==> config.mk <==
export PLATFORM = sky130hd
export DESIGN_NAME = uart_core
export DESIGN_NICKNAME = d
export VERILOG_FILES = /design/src/rtl/uart_core.sv
export SDC_FILE = /design/constraint.sdc
export NUM_CORES = 1
export LEC_CHECK = 0
export ABC_CLOCK_PERIOD_IN_PS = 1860
export CORE_UTILIZATION = 55
export CTS_CLUSTER_SIZE = 28
export DETAILED_ROUTE_END_ITERATION = 7
export GPL_TIMING_DRIVEN = 0
export HOLD_SLACK_MARGIN = 0.03
export PLACE_DENSITY = 0.88
export SYNTH_ARGS = -nofsm -noshare
export SYNTH_HDL_FRONTEND = slang
export SYNTH_SLANG_ARGS = --single-unit
==> constraint.sdc <==
create_clock -name clk -period 1.86 [get_ports clk]
set_clock_uncertainty 0.05 [all_clocks]
set_input_delay 0.372 -clock clk [delete_from_list [all_inputs] [get_ports clk]]
set_output_delay 0.372 -clock clk [all_outputs]
set_load 0.03 [all_outputs]
==> src/rtl/uart_core.sv <==
// uart_core: parametrised UART transmitter and receiver on one clock.
// TX and RX run independent FSMs; RX input is double-synchronised.
module uart_core #(
  parameter int DATA_BITS    = 8,
  parameter int PARITY       = 0,
  parameter int STOP_BITS    = 1,
  parameter int CLKS_PER_BIT = 16
) (
  input  logic                 clk,
  input  logic                 rst,
  input  logic [DATA_BITS-1:0] tx_data,
  input  logic                 tx_valid,
  output logic                 tx_ready,
  output logic                 tx,
  input  logic                 rx,
  output logic [DATA_BITS-1:0] rx_data,
  output logic                 rx_valid,
  input  logic                 rx_ready,
  output logic                 rx_parity_err,
  output logic                 rx_frame_err,
  output logic                 rx_overrun
);

  if (DATA_BITS < 5 || DATA_BITS > 9 ||
      PARITY < 0 || PARITY > 2 ||
      (STOP_BITS != 1 && STOP_BITS != 2) ||
      CLKS_PER_BIT < 4) begin : g_bad_param
    $error("uart_core: illegal parameter value");
  end

  localparam int CW = $clog2(CLKS_PER_BIT);
  localparam int BW = $clog2(DATA_BITS);
  localparam bit HAS_PAR = (PARITY != 0);

  localparam logic [CW-1:0] C_LAST = CW'(CLKS_PER_BIT - 1);
  localparam logic [CW-1:0] C_HALF = CW'(CLKS_PER_BIT / 2 - 1);
  localparam logic [BW-1:0] B_LAST = BW'(DATA_BITS - 1);
  localparam logic [BW-1:0] S_LAST = BW'(STOP_BITS - 1);

  typedef enum logic [2:0] {
    S_IDLE,
    S_START,
    S_DATA,
    S_PAR,
    S_STOP
  } state_e;

  // ---------------- transmitter ----------------
  state_e               tx_st_q;
  logic                 tx_q;
  logic                 tx_rdy_q;
  logic [CW-1:0]        tx_cnt_q;
  logic [BW-1:0]        tx_bit_q;
  logic [DATA_BITS-1:0] tx_sh_q;
  logic                 tx_par_q;
  logic                 tx_par_d;

  assign tx_par_d = (PARITY == 2) ? ^tx_data : ~^tx_data;
  assign tx       = tx_q;
  assign tx_ready = tx_rdy_q;

  // TX frame sequencer; tx line and ready are registered here
  always_ff @(posedge clk) begin
    if (rst) begin
      tx_st_q  <= S_IDLE;
      tx_q     <= 1'b1;
      tx_rdy_q <= 1'b1;
      tx_cnt_q <= '0;
      tx_bit_q <= '0;
      tx_sh_q  <= '0;
      tx_par_q <= 1'b0;
    end else begin
      unique case (tx_st_q)
        S_IDLE: begin
          if (tx_valid && tx_rdy_q) begin
            tx_st_q  <= S_START;
            tx_q     <= 1'b0;
            tx_rdy_q <= 1'b0;
            tx_sh_q  <= tx_data;
            tx_par_q <= tx_par_d;
            tx_cnt_q <= '0;
          end
        end
        S_START: begin
          if (tx_cnt_q == C_LAST) begin
            tx_cnt_q <= '0;
            tx_bit_q <= '0;
            tx_st_q  <= S_DATA;
            tx_q     <= tx_sh_q[0];
          end else begin
            tx_cnt_q <= tx_cnt_q + CW'(1);
          end
        end
        S_DATA: begin
          if (tx_cnt_q == C_LAST) begin
            tx_cnt_q <= '0;
            if (tx_bit_q == B_LAST) begin
              tx_bit_q <= '0;
              if (HAS_PAR) begin
                tx_st_q <= S_PAR;
                tx_q    <= tx_par_q;
              end else begin
                tx_st_q <= S_STOP;
                tx_q    <= 1'b1;
              end
            end else begin
              tx_bit_q <= tx_bit_q + BW'(1);
              tx_sh_q  <= tx_sh_q >> 1;
              tx_q     <= tx_sh_q[1];
            end
          end else begin
            tx_cnt_q <= tx_cnt_q + CW'(1);
          end
        end
        S_PAR: begin
          if (tx_cnt_q == C_LAST) begin
            tx_cnt_q <= '0;
            tx_bit_q <= '0;
            tx_st_q  <= S_STOP;
            tx_q     <= 1'b1;
          end else begin
            tx_cnt_q <= tx_cnt_q + CW'(1);
          end
        end
        S_STOP: begin
          if (tx_cnt_q == C_LAST) begin
            tx_cnt_q <= '0;
            if (tx_bit_q == S_LAST) begin
              tx_bit_q <= '0;
              tx_st_q  <= S_IDLE;
              tx_rdy_q <= 1'b1;
            end else begin
              tx_bit_q <= tx_bit_q + BW'(1);
            end
          end else begin
            tx_cnt_q <= tx_cnt_q + CW'(1);
          end
        end
        default: tx_st_q <= S_IDLE;
      endcase
    end
  end

  // ---------------- receiver ----------------
  logic rx_m_q;
  logic rx_s_q;

  // two-flop synchroniser for the asynchronous rx line
  always_ff @(posedge clk) begin
    if (rst) begin
      rx_m_q <= 1'b1;
      rx_s_q <= 1'b1;
    end else begin
      rx_m_q <= rx;
      rx_s_q <= rx_m_q;
    end
  end

  state_e               rx_st_q;
  logic [CW-1:0]        rx_cnt_q;
  logic [BW-1:0]        rx_bit_q;
  logic [DATA_BITS-1:0] rx_sh_q;
  logic                 rx_pe_q;
  logic [DATA_BITS-1:0] rx_data_q;
  logic                 rx_valid_q;
  logic                 rx_perr_q;
  logic                 rx_ferr_q;
  logic                 rx_ovr_q;
  logic                 rx_par_d;

  assign rx_par_d      = (PARITY == 2) ? ^rx_sh_q : ~^rx_sh_q;
  assign rx_data       = rx_data_q;
  assign rx_valid      = rx_valid_q;
  assign rx_parity_err = rx_perr_q;
  assign rx_frame_err  = rx_ferr_q;
  assign rx_overrun    = rx_ovr_q;

  // RX frame sampler plus output buffer, handshake and overrun
  always_ff @(posedge clk) begin
    if (rst) begin
      rx_st_q    <= S_IDLE;
      rx_cnt_q   <= '0;
      rx_bit_q   <= '0;
      rx_sh_q    <= '0;
      rx_pe_q    <= 1'b0;
      rx_data_q  <= '0;
      rx_valid_q <= 1'b0;
      rx_perr_q  <= 1'b0;
      rx_ferr_q  <= 1'b0;
      rx_ovr_q   <= 1'b0;
    end else begin
      if (rx_valid_q && rx_ready) begin
        rx_valid_q <= 1'b0;
        rx_ovr_q   <= 1'b0;
      end
      unique case (rx_st_q)
        S_IDLE: begin
          rx_cnt_q <= '0;
          if (!rx_s_q) rx_st_q <= S_START;
        end
        S_START: begin
          if (rx_cnt_q == C_HALF) begin
            if (rx_s_q) begin
              rx_st_q <= S_IDLE;
            end else begin
              rx_cnt_q <= '0;
              rx_bit_q <= '0;
              rx_pe_q  <= 1'b0;
              rx_st_q  <= S_DATA;
            end
          end else begin
            rx_cnt_q <= rx_cnt_q + CW'(1);
          end
        end
        S_DATA: begin
          if (rx_cnt_q == C_LAST) begin
            rx_cnt_q <= '0;
            rx_sh_q  <= {rx_s_q, rx_sh_q[DATA_BITS-1:1]};
            if (rx_bit_q == B_LAST) begin
              rx_bit_q <= '0;
              rx_st_q  <= HAS_PAR ? S_PAR : S_STOP;
            end else begin
              rx_bit_q <= rx_bit_q + BW'(1);
            end
          end else begin
            rx_cnt_q <= rx_cnt_q + CW'(1);
          end
        end
        S_PAR: begin
          if (rx_cnt_q == C_LAST) begin
            rx_cnt_q <= '0;
            rx_pe_q  <= rx_s_q ^ rx_par_d;
            rx_st_q  <= S_STOP;
          end else begin
            rx_cnt_q <= rx_cnt_q + CW'(1);
          end
        end
        S_STOP: begin
          if (rx_cnt_q == C_LAST) begin
            rx_cnt_q <= '0;
            rx_st_q  <= S_IDLE;
            if (!rx_valid_q || rx_ready) begin
              rx_data_q  <= rx_sh_q;
              rx_perr_q  <= HAS_PAR ? rx_pe_q : 1'b0;
              rx_ferr_q  <= ~rx_s_q;
              rx_valid_q <= 1'b1;
            end else begin
              rx_ovr_q <= 1'b1;
            end
          end else begin
            rx_cnt_q <= rx_cnt_q + CW'(1);
          end
        end
        default: rx_st_q <= S_IDLE;
      endcase
    end
  end

endmodule

==> impl_metrics.env <==
export IMPL_critPathCaptureType="output port"
export IMPL_yosys_top_cells_area="dfxtp_1 (42%), mux2i_1 (7.0%), a21oi_1 (5.3%)"
export IMPL_multi_input_area_um2=1270
export IMPL_antenna_found_initial=0
export IMPL_core_um2=4120
export IMPL_dieArea_um2=4690
export IMPL_path_max_fanout=4
export IMPL_path_buf_inv=1
export IMPL_synth_commonest_cells="dfxtp_1 (51), nor2_1 (31), a21oi_1 (26)"
export IMPL_tritoncts="built"
export IMPL_synth_seq_area_share=0.420
export IMPL_area_growth_pct=19.0
export IMPL_critical_path_slowest_cell="clkdlybuf4s50_1"
export IMPL_vias=2101
export IMPL_drive_gt1_frac=0.129
export IMPL_maxCapViolCount=0
export IMPL_nets=330
export IMPL_drtPass1Iterations=4
export IMPL_clock_latency_ps=310
export IMPL_htreeDepth=2
export IMPL_rsz0062_at_grt="false"
export IMPL_finalCritPeriodShare=0.979
export IMPL_wirelength_um=5060
export IMPL_ys_async_sr_fraction=0
export IMPL_synth_top_area_cell="dfxtp_1"
export IMPL_start_util=0.591
export IMPL_syn_inst=278
export IMPL_irDropWorstVdd_mv=0.726
export IMPL_yosysMostFrequentCell="dfxtp_1"
export IMPL_grt_usage=0.242
export IMPL_synthesis_area_um2=2430
export IMPL_stdcell_count=361
export IMPL_cts_root_buf="clkbuf_8"
export IMPL_place_inst=352
export IMPL_drc_errors=0
export IMPL_via_per_inst=5.82
export IMPL_crit_type="reg2out"
export IMPL_setup_viol_count_final=0
export IMPL_synth_edf_count=0
export IMPL_grt_overflow_total=0
export IMPL_ys_warn_count=0
export IMPL_synth_top_area_frac=0.420
export IMPL_io_pin_count=27
export IMPL_grt_pass1_wl_um=8470
export IMPL_postCtsHoldBufs=0
export IMPL_globalplace_congestion=0.838
export IMPL_clk_pin_slew_ps=90
export IMPL_final_antenna_net_count=0
export IMPL_power_density_nw_per_um2=777
export IMPL_hold_viol_final=0
export IMPL_wire_per_inst_um=14.0
export IMPL_numClockSinks=51
export IMPL_cts_buffers=5
export IMPL_rows=23
export IMPL_final_core_util=0.704
export IMPL_ys_types=53
export IMPL_max_stage_delay_ps=700
export IMPL_avgSynthCellArea_um2=8.75
export IMPL_drt_initial_drc_count=123
export IMPL_port_buffers=24
export IMPL_nFillCells=330
export IMPL_pre_cts_ws_ps=-211
export IMPL_grt_max_degree=16
export IMPL_synth_seq_cells=51
export IMPL_p_leak_nw=1.14
export IMPL_outcome="finished clean"
export IMPL_regArea_um2=1020
export IMPL_cp_start_kind="flip-flop"
export IMPL_synthFlopType="dfxtp_1"
export IMPL_critPathRequiredTime_ps=1440
export IMPL_syn_nets=298
export IMPL_path_cells="clkdlybuf4s50_1"
export IMPL_hpwlAfterDp_um=3510
export IMPL_grt_pass1_vias=1934
export IMPL_finalPower_w=0.00225
export IMPL_layout_setup_ws_ps=39.4
export IMPL_clock_fmax_ghz=0.549
export IMPL_hold_slack_ps=345
export IMPL_hold_class="in2reg"
export IMPL_drv_slew=0
export IMPL_fp_dieH_um=68.5
export IMPL_cts_buffer_depth=2
export IMPL_worstPathArrival_ps=1400
export IMPL_path_delay_family="buffers and inverters"
export IMPL_tightest_slew_ps=629
export IMPL_min_period_ps=1820
export IMPL_die_w_um=68.5
export IMPL_slew_headroom=0.578
export IMPL_n_antenna_cell=0
-- metal layers --
| metal | up-vias | part of all wire | global-route usage |
|---|---|---|---|
| met5 | - | 0 | 0 |
| met4 | 0 | 0.019 | 0.0885 |
| met3 | 10 | 0.053 | 0.0641 |
| met2 | 67 | 0.49 | 0.407 |
| met1 | 983 | 0.44 | 0.293 |
| li1 | 1041 | - | - |
-- final cells by class --
| cell class | count | share of cell area |
|---|---|---|
| sequential | 51 | 0.352 |
| inverter | 6 | 0.00778 |
| timing repair buffer | 25 | 0.0898 |
| clock inverter | 2 | 0.0207 |
| multi-input combinational | 202 | 0.439 |
| buffer | 19 | 0.0432 |
| tap | 50 | 0.0216 |
| clock buffer | 6 | 0.0251 |
-- cell usage in the layout (no fill, tap or decap), types with 2 or more instances in the layout --
cell and instances:
a31oi_1 2, nand2_1 21, clkbuf_8 6, mux2_2 7, buf_2 5, nor3b_1 2, or3b_1 2, ha_1 6
and3_1 3, and2_1 2, dfxtp_1 51, nor2_1 31, o21ai_0 6, a21oi_1 26, or2_2 2, inv_1 6
bufinv_16 2, nor3_1 11, clkdlybuf4s50_1 24, or3_1 3, nand3_1 21, a311oi_1 2, o21a_1 2, a22oi_1 4
clkbuf_1 8, mux2i_1 17, nand2b_1 5, buf_6 4
-- where the power goes --
part	switching, W	internal (W)	total, W
registers	0.0000183	0.00112	0.00113
clock network	0.000363	0.000538	0.000901
logic	0.000109	0.000105	0.000214
-- stage by stage --
stage	TNS, ps	area, µm²
2_1_floorplan	0	2430
3_3_place_gp	-767	2740
3_5_place_dp	-1160	2740
4_1_cts	0	2890
5_1_grt	0	2900
6_report	0	2900
-- worst paths after layout --
kind	cells after the start	endpoint	slack, ps	from
setup / recovery	1	tx_ready	40	tx_ready
hold / removal	3	rx_st_q[2]	350	rst
setup reg to reg	7	tx_sh_q[0]	100	tx_st_q[0]
hold reg to reg	1	rx_s_q	370	rx_m_q
-- logic make-up after synthesis --
family / synth area share
simple gates: 0.234
compound gates: 0.142
flops: 0.420
buf+inv: 0.0607
mux: 0.102
fa+ha+maj: 0.0360
other cells: 0.00154
xor+xnor: 0.00360
-- registers in the layout (all words and copies together), names as in the netlist --
signal / cells
rx_s_q: 1
rx_st_q: 3
tx_cnt_q: 4
tx_bit_q: 3
tx_st_q: 3
rx_cnt_q: 4
tx_ready: 1
rx_sh_q: 8
rx_m_q: 1
rx_valid: 1
rx_data: 8
tx: 1
tx_sh_q: 8
rx_frame_err: 1
rx_overrun: 1
rx_bit_q: 3
-- what timing repair did --
action                     4_1_cts  5_1_grt
setup buffers                    1        0
pin swaps                        1        0
hold endpoints to repair         0        0
setup endpoints to repair        1        7
resized for setup                0        2
No activity file was read; power rests on OpenSTA's default activity.
